`config.mk`:
```
export PLATFORM = sky130hd
export DESIGN_NAME = muldiv_sequencer_flat
export DESIGN_NICKNAME = d
export VERILOG_FILES = /design/src/rtl/muldiv_if.sv /design/src/rtl/muldiv_sequencer.sv /design/src/flat_wrapper.sv
export SDC_FILE = /design/constraint.sdc
export NUM_CORES = 1
export LEC_CHECK = 0
export ABC_CLOCK_PERIOD_IN_PS = 4200
export CAP_MARGIN = 20
export CORE_MARGIN = 2
export CORE_UTILIZATION = 55
export CTS_CLUSTER_SIZE = 16
export DETAILED_ROUTE_END_ITERATION = 7
export PLACE_DENSITY_LB_ADDON = 0.15
export RECOVER_POWER = 25
export SETUP_SLACK_MARGIN = 0.4
export SLEW_MARGIN = 0
export SYNTH_ARGS = -nofsm -noshare
export SYNTH_HDL_FRONTEND = slang
export SYNTH_SLANG_ARGS = --single-unit
export TNS_END_PERCENT = 5
```
`constraint.sdc`:
```
create_clock -name clk -period 4.2 [get_ports clk]
set_input_delay 0.63 -clock clk [delete_from_list [all_inputs] [get_ports clk]]
set_output_delay 0.63 -clock clk [all_outputs]
set_load 0.05 [all_outputs]
```
`src/rtl/muldiv_if.sv`:
```
// muldiv_if: request/result bundle for muldiv_sequencer (master drives start/op/val1/val2/flush; slave returns busy/stall/done/hi/lo)
interface muldiv_if #(parameter int WIDTH = 32);
  logic             start;
  logic [1:0]       op;
  logic [WIDTH-1:0] val1;
  logic [WIDTH-1:0] val2;
  logic             flush;
  logic             busy;
  logic             stall;
  logic             done;
  logic [WIDTH-1:0] hi;
  logic [WIDTH-1:0] lo;
  modport master (output start, op, val1, val2, flush, input busy, stall, done, hi, lo);
  modport slave  (input start, op, val1, val2, flush, output busy, stall, done, hi, lo);
endinterface

```
`src/rtl/muldiv_sequencer.sv`:
```
// muldiv_sequencer: bit-serial MULT/MULTU/DIV/DIVU unit with HI/LO results; ports clk, rst_n (async active-low), bus (muldiv_if.slave)
module muldiv_sequencer #(
  parameter int WIDTH = 32
) (
  input  logic     clk,
  input  logic     rst_n,
  muldiv_if.slave  bus
);
  localparam int CW = $clog2(WIDTH);
  typedef enum logic [1:0] {IDLE, CALC, FIXUP} state_t;
  state_t             state_q, state_d;
  logic [1:0]         op_q, op_d;
  logic               neg_a_q, neg_a_d, neg_b_q, neg_b_d;
  logic               dz_q, dz_d, busy_q, busy_d, done_q, done_d;
  logic [CW-1:0]      cnt_q, cnt_d;
  logic [WIDTH-1:0]   m_q, m_d, hi_q, hi_d, lo_q, lo_d;
  logic [2*WIDTH-1:0] acc_q, acc_d;
  logic               sgn, dz;
  logic [WIDTH-1:0]   mag_a, mag_b, quo, rem;
  logic [WIDTH:0]     sum, diff;
  logic [2*WIDTH-1:0] prod;
  assign sgn   = ~bus.op[0];
  assign dz    = bus.op[1] && bus.val2 == '0;
  assign mag_a = (sgn && bus.val1[WIDTH-1]) ? -bus.val1 : bus.val1;
  assign mag_b = (sgn && bus.val2[WIDTH-1]) ? -bus.val2 : bus.val2;
  // Multiply: acc = {partial product, remaining multiplier bits}
  assign sum   = {1'b0, acc_q[2*WIDTH-1:WIDTH]} + (acc_q[0] ? {1'b0, m_q} : '0);
  // Divide: acc = {remainder, quotient}; trial subtract on the left-shifted remainder
  assign diff  = acc_q[2*WIDTH-1:WIDTH-1] - {1'b0, m_q};
  // Sign flags are only ever set for signed ops, so they alone drive the fixup
  assign prod  = (neg_a_q ^ neg_b_q) ? -acc_q : acc_q;
  assign quo   = (neg_a_q ^ neg_b_q) ? -acc_q[WIDTH-1:0] : acc_q[WIDTH-1:0];
  assign rem   = neg_a_q ? -acc_q[2*WIDTH-1:WIDTH] : acc_q[2*WIDTH-1:WIDTH];
  assign bus.busy  = busy_q;
  assign bus.done  = done_q;
  assign bus.hi    = hi_q;
  assign bus.lo    = lo_q;
  assign bus.stall = busy_q | (bus.start & (state_q == IDLE));
  always_comb begin
    state_d = state_q;
    op_d    = op_q;
    neg_a_d = neg_a_q;
    neg_b_d = neg_b_q;
    dz_d    = dz_q;
    busy_d  = busy_q;
    done_d  = 1'b0;
    cnt_d   = cnt_q;
    m_d     = m_q;
    hi_d    = hi_q;
    lo_d    = lo_q;
    acc_d   = acc_q;
    if (bus.flush) begin
      state_d = IDLE;
      busy_d  = 1'b0;
    end else begin
      unique case (state_q)
        IDLE: if (bus.start) begin
          op_d    = bus.op;
          neg_a_d = sgn & bus.val1[WIDTH-1];
          neg_b_d = sgn & bus.val2[WIDTH-1];
          dz_d    = dz;
          m_d     = mag_b;
          cnt_d   = '0;
          busy_d  = 1'b1;
          acc_d   = {{WIDTH{1'b0}}, dz ? bus.val1 : mag_a};
          state_d = dz ? FIXUP : CALC;
        end
        CALC: begin
          cnt_d   = cnt_q + 1'b1;
          acc_d   = !op_q[1] ? {sum, acc_q[WIDTH-1:1]} :
                    diff[WIDTH] ? {acc_q[2*WIDTH-2:0], 1'b0} :
                    {diff[WIDTH-1:0], acc_q[WIDTH-2:0], 1'b1};
          state_d = (cnt_q == CW'(WIDTH - 1)) ? FIXUP : CALC;
        end
        FIXUP: begin
          hi_d    = dz_q ? acc_q[WIDTH-1:0] : op_q[1] ? rem : prod[2*WIDTH-1:WIDTH];
          lo_d    = dz_q ? {WIDTH{1'b1}} : op_q[1] ? quo : prod[WIDTH-1:0];
          done_d  = 1'b1;
          busy_d  = 1'b0;
          state_d = IDLE;
        end
        default: state_d = IDLE;
      endcase
    end
  end
  always_ff @(posedge clk or negedge rst_n) begin
    if (!rst_n) begin
      state_q <= IDLE;
      op_q    <= '0;
      neg_a_q <= 1'b0;
      neg_b_q <= 1'b0;
      dz_q    <= 1'b0;
      busy_q  <= 1'b0;
      done_q  <= 1'b0;
      cnt_q   <= '0;
      m_q     <= '0;
      hi_q    <= '0;
      lo_q    <= '0;
      acc_q   <= '0;
    end else begin
      state_q <= state_d;
      op_q    <= op_d;
      neg_a_q <= neg_a_d;
      neg_b_q <= neg_b_d;
      dz_q    <= dz_d;
      busy_q  <= busy_d;
      done_q  <= done_d;
      cnt_q   <= cnt_d;
      m_q     <= m_d;
      hi_q    <= hi_d;
      lo_q    <= lo_d;
      acc_q   <= acc_d;
    end
  end
endmodule

```
`src/flat_wrapper.sv`:
```
// flat-port wrapper written by rule: the top's interface ports become plain ports
module muldiv_sequencer_flat 
#(
  parameter int WIDTH = 32
)
  (clk, rst_n, bus_start, bus_op, bus_val1, bus_val2, bus_flush, bus_busy, bus_stall, bus_done, bus_hi, bus_lo);
  muldiv_if #(.WIDTH(WIDTH)) bus_i ();
  input  logic clk;
  input  logic rst_n;
  input wire logic [$bits(bus_i.start)-1:0] bus_start;
  input wire logic [$bits(bus_i.op)-1:0] bus_op;
  input wire logic [$bits(bus_i.val1)-1:0] bus_val1;
  input wire logic [$bits(bus_i.val2)-1:0] bus_val2;
  input wire logic [$bits(bus_i.flush)-1:0] bus_flush;
  output wire logic [$bits(bus_i.busy)-1:0] bus_busy;
  output wire logic [$bits(bus_i.stall)-1:0] bus_stall;
  output wire logic [$bits(bus_i.done)-1:0] bus_done;
  output wire logic [$bits(bus_i.hi)-1:0] bus_hi;
  output wire logic [$bits(bus_i.lo)-1:0] bus_lo;
  assign bus_i.start = bus_start;
  assign bus_i.op = bus_op;
  assign bus_i.val1 = bus_val1;
  assign bus_i.val2 = bus_val2;
  assign bus_i.flush = bus_flush;
  assign bus_busy = bus_i.busy;
  assign bus_stall = bus_i.stall;
  assign bus_done = bus_i.done;
  assign bus_hi = bus_i.hi;
  assign bus_lo = bus_i.lo;
  muldiv_sequencer #(.WIDTH(WIDTH)) u_core (.clk(clk), .rst_n(rst_n), .bus(bus_i));
endmodule
```
==> Yosys cells after proc, flatten, opt, wreduce, memory -nomap -nowiden <==
Cells that the tools add are included.
{ "classes": {"addsub": 8, "eq_ne": 5, "muxes": 27, "bitwise": 7, "n_reduce_logical": 11} }
{ "op_table": {"columns": ["op", "n"], "rows": [
  ["$mux 32", 10],
  ["$mux 64", 4],
  ["$neg 32->32", 4],
  ["$pmux 64 s2", 1],
  ["$neg 64->64", 1],
  ["$add 32x33->33", 1],
  ["$sub 33x32->33", 1],
  ["$logic_not 32->1", 1],
  ["$pmux 5 s2", 1],
  ["$mux 2", 4],
  ["$reduce_and 3->1", 2],
  ["$add 5x1->5 const B", 1],
  ["$eq 5x5->1 const B", 1],
  ["$mux 5", 1],
  ["$mux 1", 4],
  ["$pmux 2 s2", 1],
  ["$reduce_and 2->1", 2],
  ["$and 1x1->1", 3],
  ["$logic_and 1x1->1", 3],
  ["$ne 3x3->1 const B", 1],
  ["$reduce_bool 3->1", 1],
  ["$eq 2x1->1 const B", 1],
  ["$eq 2x2->1 const B", 1],
  ["$logic_not 2->1", 1],
  ["other kinds (6)", 7]
]} }
{ "totals": {"regBits": 174, "input_bits": 70, "out_inout_bits": 67, "word_cells": 70} }

==> Logic depth before layout (Yosys ltp) <==
Gate-level depths: netlist of run 1.
{ "logic_depth": {"ltp_word": 6, "ltp_mapped": 15, "ltp_nobuf": 13} }

==> Worst setup path before layout of run 1 <==
No wires, ideal clock.
{ "synth_timing": {"kind": "register -> register", "from": "register u_core.acc_q[0]", "to": "register u_core.acc_q[61]", "setup_ps": 132, "t_arrival_ps": 2965, "required_time_ps": 4068, "slack_ps": 1103, "stages_incl_launch_ff": 15, "path_buffers": 2, "period_less_slack_ps": 3097, "path_cell_list": "dfrtp_1 -> clkbuf_1 -> inv_1 -> clkbuf_1 -> nor2_1 -> ha_1 -> and2_1 -> nand3_1 -> or4_1 -> a21o_1 -> a31oi_1 -> a31oi_1 -> xnor2_1 -> a22oi_1 -> o21ai_0"} }
{ "synth_via": {"elab_chain_cells": 4} }
{ "synth_lines": {"columns": ["element", "line", "rtl"], "rows": [
  ["start, declared", "muldiv_sequencer.sv:17", "logic [2*WIDTH-1:0] acc_q, acc_d;"],
  ["start signal, assigned", "muldiv_sequencer.sv:99", "acc_q <= '0;"],
  ["start signal, assigned", "muldiv_sequencer.sv:112", "acc_q <= acc_d;"],
  ["$mux 32", "muldiv_sequencer.sv:27", "assign sum = {1'b0, acc_q[2*WIDTH-1:WIDTH]} + (acc_q[0] ? {1'b0, m_q} : '0);"],
  ["$add 32x33->33", "muldiv_sequencer.sv:27", null],
  ["$mux 64", "muldiv_sequencer.sv:70", "acc_d = !op_q[1] ? {sum, acc_q[WIDTH-1:1]} :"],
  ["$pmux 64 s2", "muldiv_sequencer.sv:56", "unique case (state_q)"]
]} }
No other way between the ends.
A chain may end at the register's enable or synchronous reset.

==> Final worst setup path of run 1 <==
{ "layout_timing": {"from": "register u_core.acc_q[44]", "to": "register u_core.acc_q[32]"} }
{ "layout_via": {"elab_chain_cells": 4} }
{ "layout_lines": {"columns": ["element", "line", "rtl"], "rows": [
  ["$sub 33x32->33", "muldiv_sequencer.sv:29", "assign diff = acc_q[2*WIDTH-1:WIDTH-1] - {1'b0, m_q};"],
  ["$mux 64", "muldiv_sequencer.sv:71", "diff[WIDTH] ? {acc_q[2*WIDTH-2:0], 1'b0} :"],
  ["$mux 64", "muldiv_sequencer.sv:70", null],
  ["$pmux 64 s2", "muldiv_sequencer.sv:56", null]
]} }
No other way between the ends.

==> results.md, run 1 <==
- The number of flops mapped to enable cells by yosys is 0.
- The number of library cell types mapped by synthesis is 74.
- In this run the number of H-tree levels came out at 4.
- For the final database, setup skew stands at 0.02071 ns.
- Setup repair after global routing left no endpoint under its margin.
- The start-to-end type of the worst setup path is flop to flop.
- The final antenna diode count is 0.
- The post-route clock period utilization is 0.8367.
- The leakage power summed over all cells is 7.197 nW.
- The initial DRC count is 928.
- The total CTS buffers is 17.
- The number of clock sinks is 173.
- Clock-pin slew was measured on the worst setup and hold paths at 0.07 ns.
- The signal on the critical path passes through ha_1 -> a21oi_1 -> o21ai_0 -> or3_1 -> o211ai_1 -> a21oi_2 -> o21a_1 -> nor2_2 -> buf_4 -> mux2_2 -> o221ai_1.
- The share of total power dissipated in sequential elements is 0.249.
- The cell count after synthesis came out at 1744.
- The source-to-sink clock delay at the later pin of the worst-skew pair is 0.45 ns.
- For this design, the slowest cell found on the critical path is sky130_fd_sc_hd__dfrtp_1.
- The smallest clock period supported by the final layout is computed as 3.514 ns.
- The path class of the tightest hold or removal check is flop to flop.
- Of the cells placed in the final design, the portion with a size suffix greater than 1 is 0.05478.
- The synthesized area is 13980 µm².
- The detailed-route wire length is 40.95 mm.
- The first TritonRoute pass finished after 5 iterations.
- The number of fillers in the final layout is 2169.
- In this run the power spent charging and discharging nets is 4.747 mW.
- The number of placement rows is 58.
- The floorplan step defined a die boundary enclosing 26720 µm².
- The routed layout has 13280 vias.
- The number of antenna violations at the first check in global routing came to 0.
- The share of total power consumed by net switching is 0.4782.
- The floorplan step set the die width to 163.5 µm.
- The final-report hold violation count is 0.
- In this run, placement finished with an instance count of 2159.
- The total count of max-transition violations in the final report was 85.
- The global-route wire length before repair is 64.40 mm.
- For this run, the total global-route usage over all layers was measured as 0.3055.
- The y dimension of the die is 163.5 µm.
- Setup violations remaining at the end of the flow were counted as 0.
- Buffers inserted to repair hold after CTS numbered 0.
- The number of I/O pins is 137.
- The internal power of the cells is 5.180 mW.
- After the flow finishes, the layout carries non-filler instances totaling 2192.
- STA classifies the critical path endpoint as a flop.
- After the last flow step, the layout net total stands at 1992.
- IR analysis of the VDD net gives a maximum drop of 0.0003948 V.
- Of the total power, combinational logic draws 0.591.
- The register bit count reported by yosys is 173.
- When the netlist entered floorplanning its net count stood at 1886.
- The main flop type after synthesis is sky130_fd_sc_hd__dfrtp_1.
- The via count of the first global-routing pass came to 12550.
- The number of nets with antenna violations after routing is 0.
- Max-cap violations in this run came to 1.
- After synthesis, the mean cell area works out to 8.019 µm².
- The maximum number of pins on one net before global-route repair is 97.
- Buffers added to address setup during post-CTS repair amount to 0.
- The maximum achievable frequency is 284.5 MHz.
- The total negative slack is 0 ns.
- TritonCTS built the clock tree.
- The largest buffer count on any clock path is 2.
- The slew at the pin with the worst max-slew slack is 2.142 ns.
- In the routed layout, each cell is associated on average with a via count of 6.058.
- The arrival time at the worst endpoint is 3.85 ns.
- The sequential cell area fraction in the yosys report is 0.3096.
- Power spread over the standard cell area amounts to 607.3 nW/µm².
- The async set-or-reset flop fraction in the synthesized netlist is 1.000.
- The final reports fail on capacitance limit, slew limit.
- The core region area is 25040 µm².
- For this run, the number of Yosys warnings is 0.
- Data on the critical path is required at its endpoint by 4.54 ns.
- The average wire per cell in the routed design is 18.68 µm.
- The cell sitting at the root of the clock tree is a sky130_fd_sc_hd__clkbuf_16.
- The maximum fanout encountered on the critical timing path is 22.
- Global routing finished with a remaining overflow of 0.
- The run finished, with violations left.
- The critical path's largest stage delay is 0.49 ns.
- After detailed routing, the number of remaining DRC violations is 0.
- The number of I/O port buffers is 136.
- The final-layout worst hold slack is 0.4766 ns.
- The growth of design area from synthesis to finish is 16.88%.
- The share of total power dissipated in the clock network is 0.160.
- The estimated wirelength of the detail-placed design is 30.92 mm.
- For this configuration, the core starts out at a cell density of 0.5586.
- The sort of element at the start of the critical path is a flop.
- The headroom to the max-slew limit is -0.4279.
- At the end of routability-driven placement, the weighted congestion stood at 0.9374.
-- layout make-up --
cell class                 count  area [µm²]  share of cell area
inverter                      67       251.5             0.01539
clock inverter                14       148.9            0.009109
timing repair buffer         176        1695              0.1037
clock buffer                  17       425.4             0.02603
sequential                   173        4332              0.2650
tap                          330       412.9             0.02526
multi-input combinational   1415        9080              0.5555
-- repair_timing --
action | in CTS | in global routing
resized for setup | 0 | 1
setup endpoints to repair | 0 | 1
endpoints found under the hold margin | 0 | 0
-- stage by stage --
stage | setup WS [ns] | power, mW | cell area (µm²) | util
floorplan | 1.103 | 6.620 | 13980 | -
global placement | 0.3098 | 8.127 | 15740 | 0.6286
detailed placement | 0.3632 | 8.221 | 15750 | 0.6290
CTS | 0.5989 | 9.832 | 16320 | 0.6520
global route | 0.4676 | 10.61 | 16350 | 0.6529
finish | 0.6857 | 9.927 | 16350 | 0.6529
-- power by group through the flow --
stage | logic, mW | registers, mW | clock network (mW)
final | 5.87 | 2.47 | 1.58
after global routing | 6.43 | 2.52 | 1.67
after floorplan | 4.36 | 2.26 | 0
after global placement | 5.66 | 2.47 | 0
after CTS | 5.78 | 2.45 | 1.60
after detailed placement | 5.74 | 2.48 | 0
-- routing by layer --
metal	up-vias	wire, µm	track usage
li1	6396	-	-
met1	6270	17330	0.3935
met2	510	19420	0.5119
met3	103	2457	0.03707
met4	0	1746	0.1439
met5	-	0	0
-- flip-flops by register name, indices dropped and copies added (netlist names) --
| register | count |
|---|---|
| u_core.cnt_q | 5 |
| u_core.bus.done | 1 |
| u_core.op_q | 1 |
| u_core.neg_a_q | 1 |
| u_core.acc_q | 64 |
| u_core.bus.busy | 1 |
| u_core.state_q | 2 |
| u_core.bus.hi | 32 |
| u_core.dz_q | 1 |
| u_core.neg_b_q | 1 |
| u_core.m_q | 32 |
| u_core.bus.lo | 32 |
-- cells in the final DEF, fill, tap and decap left out, types with 22 or more instances in the layout --
master	netlist	routed
sky130_fd_sc_hd__a21o_1	32	32
sky130_fd_sc_hd__nor2_1	154	152
sky130_fd_sc_hd__a22oi_1	25	25
sky130_fd_sc_hd__mux2i_1	76	76
sky130_fd_sc_hd__buf_4	2	35
sky130_fd_sc_hd__a21oi_1	142	141
sky130_fd_sc_hd__a31oi_1	22	22
sky130_fd_sc_hd__ha_1	70	70
sky130_fd_sc_hd__xor2_1	72	72
sky130_fd_sc_hd__clkdlybuf4s50_1	0	135
sky130_fd_sc_hd__xnor2_1	107	107
sky130_fd_sc_hd__dfrtp_1	173	171
sky130_fd_sc_hd__nand2_1	204	203
sky130_fd_sc_hd__nand2b_1	23	22
sky130_fd_sc_hd__o21ai_0	213	213
sky130_fd_sc_hd__inv_1	66	66
sky130_fd_sc_hd__nor3_1	42	41
-- synthesized netlist by cell type, drive strengths merged (22+ instances only) --
master | instances | area, µm²
ha | 70 | 875.8
xnor2 | 107 | 937.2
a22oi | 25 | 187.7
a21o | 32 | 240.2
xor2 | 72 | 630.6
inv | 66 | 247.7
nor3 | 44 | 236.5
clkbuf | 76 | 285.3
a21oi | 142 | 710.7
mux2i | 76 | 760.7
a31oi | 22 | 137.6
nor2 | 154 | 578.1
o21ai | 217 | 1097
dfrtp | 173 | 4329
nand2b | 23 | 143.9
nand2 | 204 | 765.7
-- final timing paths --
| check | startpoint | to | slack [ns] | cells past startpoint |
|---|---|---|---|---|
| worst max-delay path | u_core.acc_q[44] | u_core.acc_q[32] | 0.69 | 11 |
| worst min-delay path | u_core.m_q[21] | u_core.m_q[21] | 0.48 | 2 |
| max in group asynchronous | rst_n | u_core.neg_b_q | 1.39 | 2 |
| worst min register to register | u_core.m_q[21] | u_core.m_q[21] | 0.48 | 2 |
| min in group asynchronous | rst_n | u_core.bus.hi[10] | 0.81 | 1 |
| worst max register to register | u_core.acc_q[44] | u_core.acc_q[32] | 0.69 | 11 |
-- cell families (layout without fill, tap and decap cells) --
group	after synthesis	after routing	share of synthesized area
compound gates	538	538	0.2283
fa+ha+maj	72	72	0.06549
xor+xnor	179	179	0.1121
mux	78	78	0.05601
flops	173	173	0.3096
simple gates	548	548	0.1847
buf+inv	156	274	0.04384
-- critical path: cells and delay by family, from the launching register on --
family	cells	cell delay [ns]
buf+inv	1	0.37
fa+ha+maj	1	0.43
compound gates	6	1.20
mux	1	0.39
flops	1	0.49
simple gates	2	0.53
No activity file was read; power rests on OpenSTA's default activity.
==> run 2, diff against run 1 <==
- ABC_CLOCK_PERIOD_IN_PS: 4200 -> 2900
- CORE_UTILIZATION: 55 -> 53
- clock period: 4.2 -> 2.9 ns (I/O delays scaled with it)
==> results.md, run 2 (synthesized netlist as in run 1, its figures left out) <==
- The register with the most flip-flops in the layout has 64 of them.
- The share of the core filled with cells is 0.7575.
- The final antenna diode count is 0.
- After layout, the minimum clock period comes to 3.095 ns.
- Following the worst setup path forward leads to its endpoint at u_core.acc_q[63].
- The worst register-to-register path has a depth of 13.
- The met3 track demand over resource in global routing is 0.06393.
- The layout has 1916 filler cells.
- The largest buffer count on any clock path is 2.
- The growth of design area from synthesis to finish is 40.74%.
- The number of antenna violations at the first check in global routing is 0.
- The number of I/O port buffers is 136.
- The initial DRC count is 1316.
- The worst IR drop on VDD is 0.0005344 V.
- The highest-delay cell along the critical path is sky130_fd_sc_hd__dfrtp_2.
- The y dimension of the die is 166.4 µm.
- The number of maximum-capacitance violations is 1.
- The final weighted congestion in routability-driven placement is 1.017.
- The number of I/O pins is 137.
- On the worst path, the slowest cell contributes a delay of 0.45 ns.
- The flow ran to the end, but the final reports show violations.
- The worst register-to-register path begins at u_core.acc_q[0].
- The post-route clock period utilization is 1.067.
- For this run, the top clock speed supported by timing is 323.1 MHz.
- STA classifies the critical path startpoint as a flop.
- The largest register by flop count is u_core.acc_q.
- For this run, global-route usage on met1 was measured as 0.4358.
- Entering global routing, the biggest net connects 70 pins.
- The first global-routing pass estimated 77.22 mm of wire.
- Setup violations remaining at the end of the flow were counted as 37.
- The post-detailed-route via-to-cell ratio is 5.994.
- In this run the tightest slew margin relative to its limit is -0.3211.
- The source-to-sink clock delay at the later pin of the worst-skew pair is 0.45 ns.
- The most common cell after layout, fill and taps aside is sky130_fd_sc_hd__buf_4.
- The critical path data required time is 3.22 ns.
- The maximum fanout encountered on the critical timing path is 8.
- The most critical setup path has its startpoint at u_core.acc_q[0].
- The final reports fail on capacitance limit, slew limit, setup timing.
- The final layout contains 2306 nets.
- For the pin with the worst max-slew slack, the measured transition is 1.982 ns.
- The cell sitting at the root of the clock tree is a sky130_fd_sc_hd__clkbuf_16.
- The setup slack after placement is -0.2929 ns.
- The count of H-tree levels built during CTS is 4.
- The path class of the lowest-slack min-delay path is flop to flop.
- Counting the buffers created by CTS gives 17.
- The total congestion overflow after global routing is 0.
- The average wire per cell in the routed design is 19.69 µm.
- The final setup skew is 0.01691 ns.
- The total count of max-transition violations in the final report is 69.
- The critical path endpoint category is a flop.
- The tree built by TritonCTS fans out to 173 sinks.
- The area enclosed by the die boundary is 27700 µm².
- Traced cell by cell, the critical path runs through clkinv_4 -> buf_6 -> buf_4 -> nor2_1 -> ha_1 -> a21o_1 -> a2111o_1 -> o21ai_0 -> a31oi_4 -> a31oi_4 -> nor2b_2 -> o211ai_1 -> a32oi_1.
- Setup repair after global routing could not meet its margin everywhere.
- For this design the static power due to leakage is 8.957 nW.
- The final routed DRC violation total is 0.
- For this design the ratio of total power to cell area is 945.1 nW/µm².
- For the worst setup path, the data arrival time is 3.42 ns.
- The number of nets with antenna violations after routing is 0.
- After floorplanning, the core was sized to cover 25980 µm².
- Setup slack on the worst reg-to-reg path comes out at -0.19 ns.
- The critical path's most frequent cell is sky130_fd_sc_hd__a31oi_4.
- In the final layout, the share of cells above drive strength 1 is 0.2526.
- The HPWL after detailed placement is 36.56 mm.
- The setup path with the least slack is of type flop to flop.
- The detailed-router iteration count before antenna repair is 6.
- The initialized floorplan defines 59 standard-cell rows.
- TritonCTS built the clock tree.
- After layout, the worst setup slack is -0.1946 ns.
- For this configuration, the core starts out at a cell density of 0.5382.
- The detailed-route wire length is 49.47 mm.
- The via count of the first global-routing pass was 14890.
- The global routing's busiest layer is met2.
- The routed via count is 15060.
- In the layout the commonest cells are 332 x sky130_fd_sc_hd__buf_4, 199 x sky130_fd_sc_hd__nand2_1, 169 x sky130_fd_sc_hd__o21ai_0.
- Total power for the finished layout comes to 18.60 mW.
- The clock-pin slew of the registers on the worst-case setup and hold paths is 0.07 ns.
- The overall fraction of global-route tracks in use is 0.3480.
- In this run the critical register-to-register path is captured at u_core.acc_q[63].
- The final-report hold violation count is 0.
- Measured along the x axis, the die boundary spans 166.4 µm.
- The met2 demand-to-capacity share in global routing is 0.5936.
-- run 2: stage by stage --
stage | TNS (ns) | cell area, µm² | hold WS (ns) | cells
2_1_floorplan | 0 | 14160 | 0.1394 | 1744
4_1_cts | -0.1920 | 19350 | 0.03009 | 2494
6_report | -2.299 | 19680 | 0.4778 | 2512
3_5_place_dp | -11.37 | 18090 | 0.4700 | 2449
5_1_grt | -6.381 | 19680 | 0.5164 | 2512
3_3_place_gp | -7.805 | 18090 | 0.4523 | 2449
-- run 2: final cells by class --
class	instances	area, µm²	area share
Timing Repair Buffer	489	4178	0.2123
Clock buffer	18	439.2	0.02231
Sequential cell	173	4339	0.2205
Multi-Input combinational cell	1415	9888	0.5024
Clock inverter	14	146.4	0.007438
Inverter	67	256.5	0.01303
Tap cell	335	419.2	0.02130
Timing Repair inverter	1	16.27	0.0008264
-- run 2: critical path, delay by kind of cell (launching register included) --
kind	cells	cell delay, ns
compound gates	7	1.54
buf+inv	3	0.47
flops	1	0.45
fa+ha+maj	1	0.31
simple gates	2	0.19
-- run 2: layer usage --
| metal | up-vias | share of wire |
|---|---|---|
| met5 | - | 0 |
| met4 | 0 | 0.042 |
| met3 | 159 | 0.083 |
| met2 | 734 | 0.48 |
| met1 | 7157 | 0.40 |
| li1 | 7008 | - |
-- run 2: repair_timing --
| item | CTS | global route |
|---|---|---|
| endpoints found under the setup margin | 103 | 107 |
| setup buffers | 11 | 18 |
| hold buffers | 0 | 0 |
| pin swaps | 83 | 39 |
| gates cloned | 2 | 0 |
| resized for setup | 143 | 59 |
-- run 2: how the worst min path moves through the flow --
stage | startpoint | endpoint | cells after the start
6_report | u_core.m_q[16] | u_core.m_q[16] | 2
5_1_grt | u_core.bus.hi[7] | u_core.bus.hi[7] | 2
4_1_cts | rst_n | u_core.bus.hi[9] | 1
3_5_place_dp | u_core.m_q[20] | u_core.m_q[20] | 2
3_3_place_gp | u_core.bus.lo[0] | u_core.bus.lo[0] | 2
2_1_floorplan | rst_n | u_core.acc_q[0] | 0
-- run 2: power by group --
group	internal, mW	switching (mW)	leakage (nW)
combinational	6.10	6.90	6.39
sequential	2.81	0.427	2.28
clock	1.17	1.19	0.290
total	10.1	8.52	8.96
==> run 3, diff against run 2 <==
- ABC_CLOCK_PERIOD_IN_PS: 2900 -> 2500
- CORE_MARGIN: 2 -> 3
- TNS_END_PERCENT: 5 -> unset
- clock period: 2.9 -> 2.5 ns (I/O delays scaled with it)
==> results.md, run 3 (synthesized netlist as in run 1, its figures left out) <==
- The detailed-router iteration count before antenna repair is 7.
- The first global-routing pass estimated 88.31 mm of wire.
- The estimated wirelength of the detail-placed design is 39.49 mm.
- The register with the most flip-flops in the layout has 64 of them.
- The final setup skew is 0.01931 ns.
- In the routed layout, each cell is associated on average with a via count of 6.805.
- After layout, the design draws a total of 26.20 mW.
- For this design the static power due to leakage is 10.01 nW.
- STA classifies the critical path endpoint as a flop.
- The cell sitting at the root of the clock tree is a sky130_fd_sc_hd__clkbuf_16.
- The final routed DRC violation total is 0.
- The largest buffer count on any clock path is 2.
- The H-tree generated during clock tree synthesis spans 4 levels.
- The total negative slack is -35.51 ns.
- Entering global routing, the biggest net connects 97 pins.
- The total count of max-transition violations in the final report came to 53.
- The flow ran to the end, but the final reports show violations.
- The setup slack after placement is -0.6117 ns.
- Dividing total power by cell area gives a power density of 1176 nW/µm².
- The number of antenna violations at the first check in global routing is 2.
- The time the worst path needs with I/O delays and setup is 3.371 ns.
- The start-to-end type of the worst setup path is flop to flop.
- The number of antenna diodes in the final layout is 0.
- The y dimension of the die is 168.4 µm.
- The number of maximum-capacitance violations is 1.
- The width of the chip is 168.4 µm.
- Setup repair after global routing could not meet its margin everywhere.
- Of the cells placed in the final design, the portion with a size suffix greater than 1 is 0.3719.
- After floorplanning, the core was divided into 58 placement rows.
- The final-report hold violation count is 0.
- The count of nets left with antenna violations once routing finished came out at 0.
- The largest register by flop count is u_core.acc_q.
- The headroom to the max-slew limit is -0.01494.
- The total CTS buffers is 17.
- The finished cells cover 22270 µm².
- After filler insertion, the fill cell instance count of the layout stands at 1228.
- In the layout the commonest cells are 412 x sky130_fd_sc_hd__buf_4, 186 x sky130_fd_sc_hd__nand2_1, 163 x sky130_fd_sc_hd__dfrtp_1.
- At the end of routability-driven placement, the weighted congestion stood at 1.007.
- The final worst slack is -0.8705 ns.
- For the worst setup path, the data arrival time is 3.70 ns.
- Across the VDD grid, the largest voltage drop is 0.0008930 V.
- In the final design database the tool counted 2432 nets.
- Data on the critical path is required at its endpoint by 2.83 ns.
- For this run, the total global-route usage over all layers was measured as 0.3925.
- The growth of design area from synthesis to finish is 59.26%.
- For this run, the number of standard cells in the final layout without fillers is 2632.
- Leaving out fill and tap cells, the most frequent cell in the layout is sky130_fd_sc_hd__buf_4.
- The effective utilization at floorplan is 0.5475.
- For the worst-skew pair, the clock arrives at the later sink with an insertion delay of 0.47 ns.
- The number of I/O port buffers is 136.
- The detailed-route wire length is 67.93 mm.
- After floorplanning, the core was sized to cover 25540 µm².
- The placed instances occupy a cell area of 19320 µm².
- The via count of the first global-routing pass was 16140.
- The final setup violation count is 75.
- The path class of the tightest hold or removal check is input port to async pin.
- The total overflow left after global routing is 0.
- In this run, the number of DRC markers left after iteration 0 of detailed routing was 3262.
- The clock-pin slew of the registers on the worst-case setup and hold paths is 0.08 ns.
- Including well taps, the total number of placed cells is 2522.
- TritonCTS built the clock tree.
- For this design, the sink count on the clock tree is 173.
- The checks that failed: capacitance limit, slew limit, setup timing.
- The sort of element at the start of the critical path is a flop.
- Based on the critical path, the design can be clocked at up to 296.7 MHz.
- The floorplan step defined a die boundary enclosing 28370 µm².
- The routed via count is 17910.
- Along the worst path, the maximum fanout reaches 3.
- The average wire per cell in the routed design is 25.81 µm.
- The slew at the pin with the worst max-slew slack is 1.522 ns.
- Of the available clock period, the critical path in the final layout requires 1.348.
- In this run the count of I/O pins placed on the die edge is 137.
[run 3: changes by cell type in the layout (fill, tap and decap cells not counted), moves of 17 or more]
| cell | previous run | this run |
|---|---|---|
| sky130_fd_sc_hd__buf_4 | 332 | 412 |
| sky130_fd_sc_hd__buf_6 | 10 | 46 |
| sky130_fd_sc_hd__clkdlybuf4s50_1 | 129 | 102 |
| sky130_fd_sc_hd__ha_1 | 58 | 40 |
| sky130_fd_sc_hd__ha_4 | 9 | 26 |
| sky130_fd_sc_hd__nor2_1 | 145 | 119 |
| sky130_fd_sc_hd__nor2_4 | 2 | 23 |
| sky130_fd_sc_hd__o21ai_0 | 169 | 61 |
| sky130_fd_sc_hd__o21ai_1 | 41 | 120 |
| sky130_fd_sc_hd__o21ai_2 | 5 | 27 |
| sky130_fd_sc_hd__xnor2_1 | 103 | 85 |
| sky130_fd_sc_hd__xnor2_2 | 4 | 22 |
[run 3: final cells by class]
cell class	instances	area (µm²)	area share
Multi-Input combinational cell	1415	11280	0.5067
Timing Repair Buffer	614	5363	0.2408
Sequential cell	173	4342	0.1949
Clock buffer	17	425.4	0.01910
Tap cell	330	412.9	0.01854
Inverter	67	259.0	0.01163
Clock inverter	14	152.6	0.006854
Timing Repair inverter	2	32.53	0.001461
[run 3: worst max-delay path, stage by stage, from the launching register on]
cell and delay, ns:
sky130_fd_sc_hd__dfrtp_1 0.42, sky130_fd_sc_hd__inv_1 0.09, sky130_fd_sc_hd__ha_1 0.30, sky130_fd_sc_hd__o21ai_0 0.92, sky130_fd_sc_hd__a2111oi_4 0.18, sky130_fd_sc_hd__o21ai_4 0.30, sky130_fd_sc_hd__nand2_1 0.12, sky130_fd_sc_hd__a31oi_1 0.33
sky130_fd_sc_hd__o311ai_1 0.17, sky130_fd_sc_hd__xor2_1 0.17, sky130_fd_sc_hd__mux2i_1 0.17, sky130_fd_sc_hd__o21ai_1 0.07
[run 3: where the power goes]
group	switching, mW	internal, mW
logic	10.9	8.79
clock network	1.45	1.33
registers	0.502	3.26
total	12.8	13.4
[run 3: metal layers]
| metal | GRT usage | up-vias | part of all wire |
|---|---|---|---|
| met1 | 0.5237 | 8297 | 0.35 |
| met3 | 0.09768 | 606 | 0.14 |
| met5 | 0 | - | 0.00019 |
| met2 | 0.6095 | 1726 | 0.43 |
| met4 | 0.1672 | 2 | 0.083 |
| li1 | - | 7280 | - |
[run 3: metrics by stage]
stage / hold WS [ns] / util
floorplan: 0.07941 / -
global placement: 0.1712 / 0.7563
detailed placement: 0.1708 / 0.7563
CTS: 0.2879 / 0.8270
global route: 0.3170 / 0.8719
finish: 0.3009 / 0.8719
[run 3: what timing repair did]
item | CTS | global route
pin swaps | 120 | 171
endpoints found under the setup margin | 129 | 124
cloned | 5 | 1
hold buffers | 1 | 0
buffers inserted | 39 | 33
gates resized for setup | 241 | 188
hold endpoints to repair | 82 | 0
[run 3: path summary, 6_finish.rpt]
path,start,end,slack [ns],cells after the start
worst max-delay path,u_core.m_q[2],u_core.acc_q[61],-0.87,11
worst min-delay path,rst_n,u_core.acc_q[38],0.30,2
worst max register to register,u_core.m_q[2],u_core.acc_q[61],-0.87,11
worst min register to register,u_core.m_q[26],u_core.m_q[26],0.48,2
max in group asynchronous,rst_n,u_core.dz_q,0.36,3
min in group clk,bus_val2[10],u_core.m_q[10],0.30,4
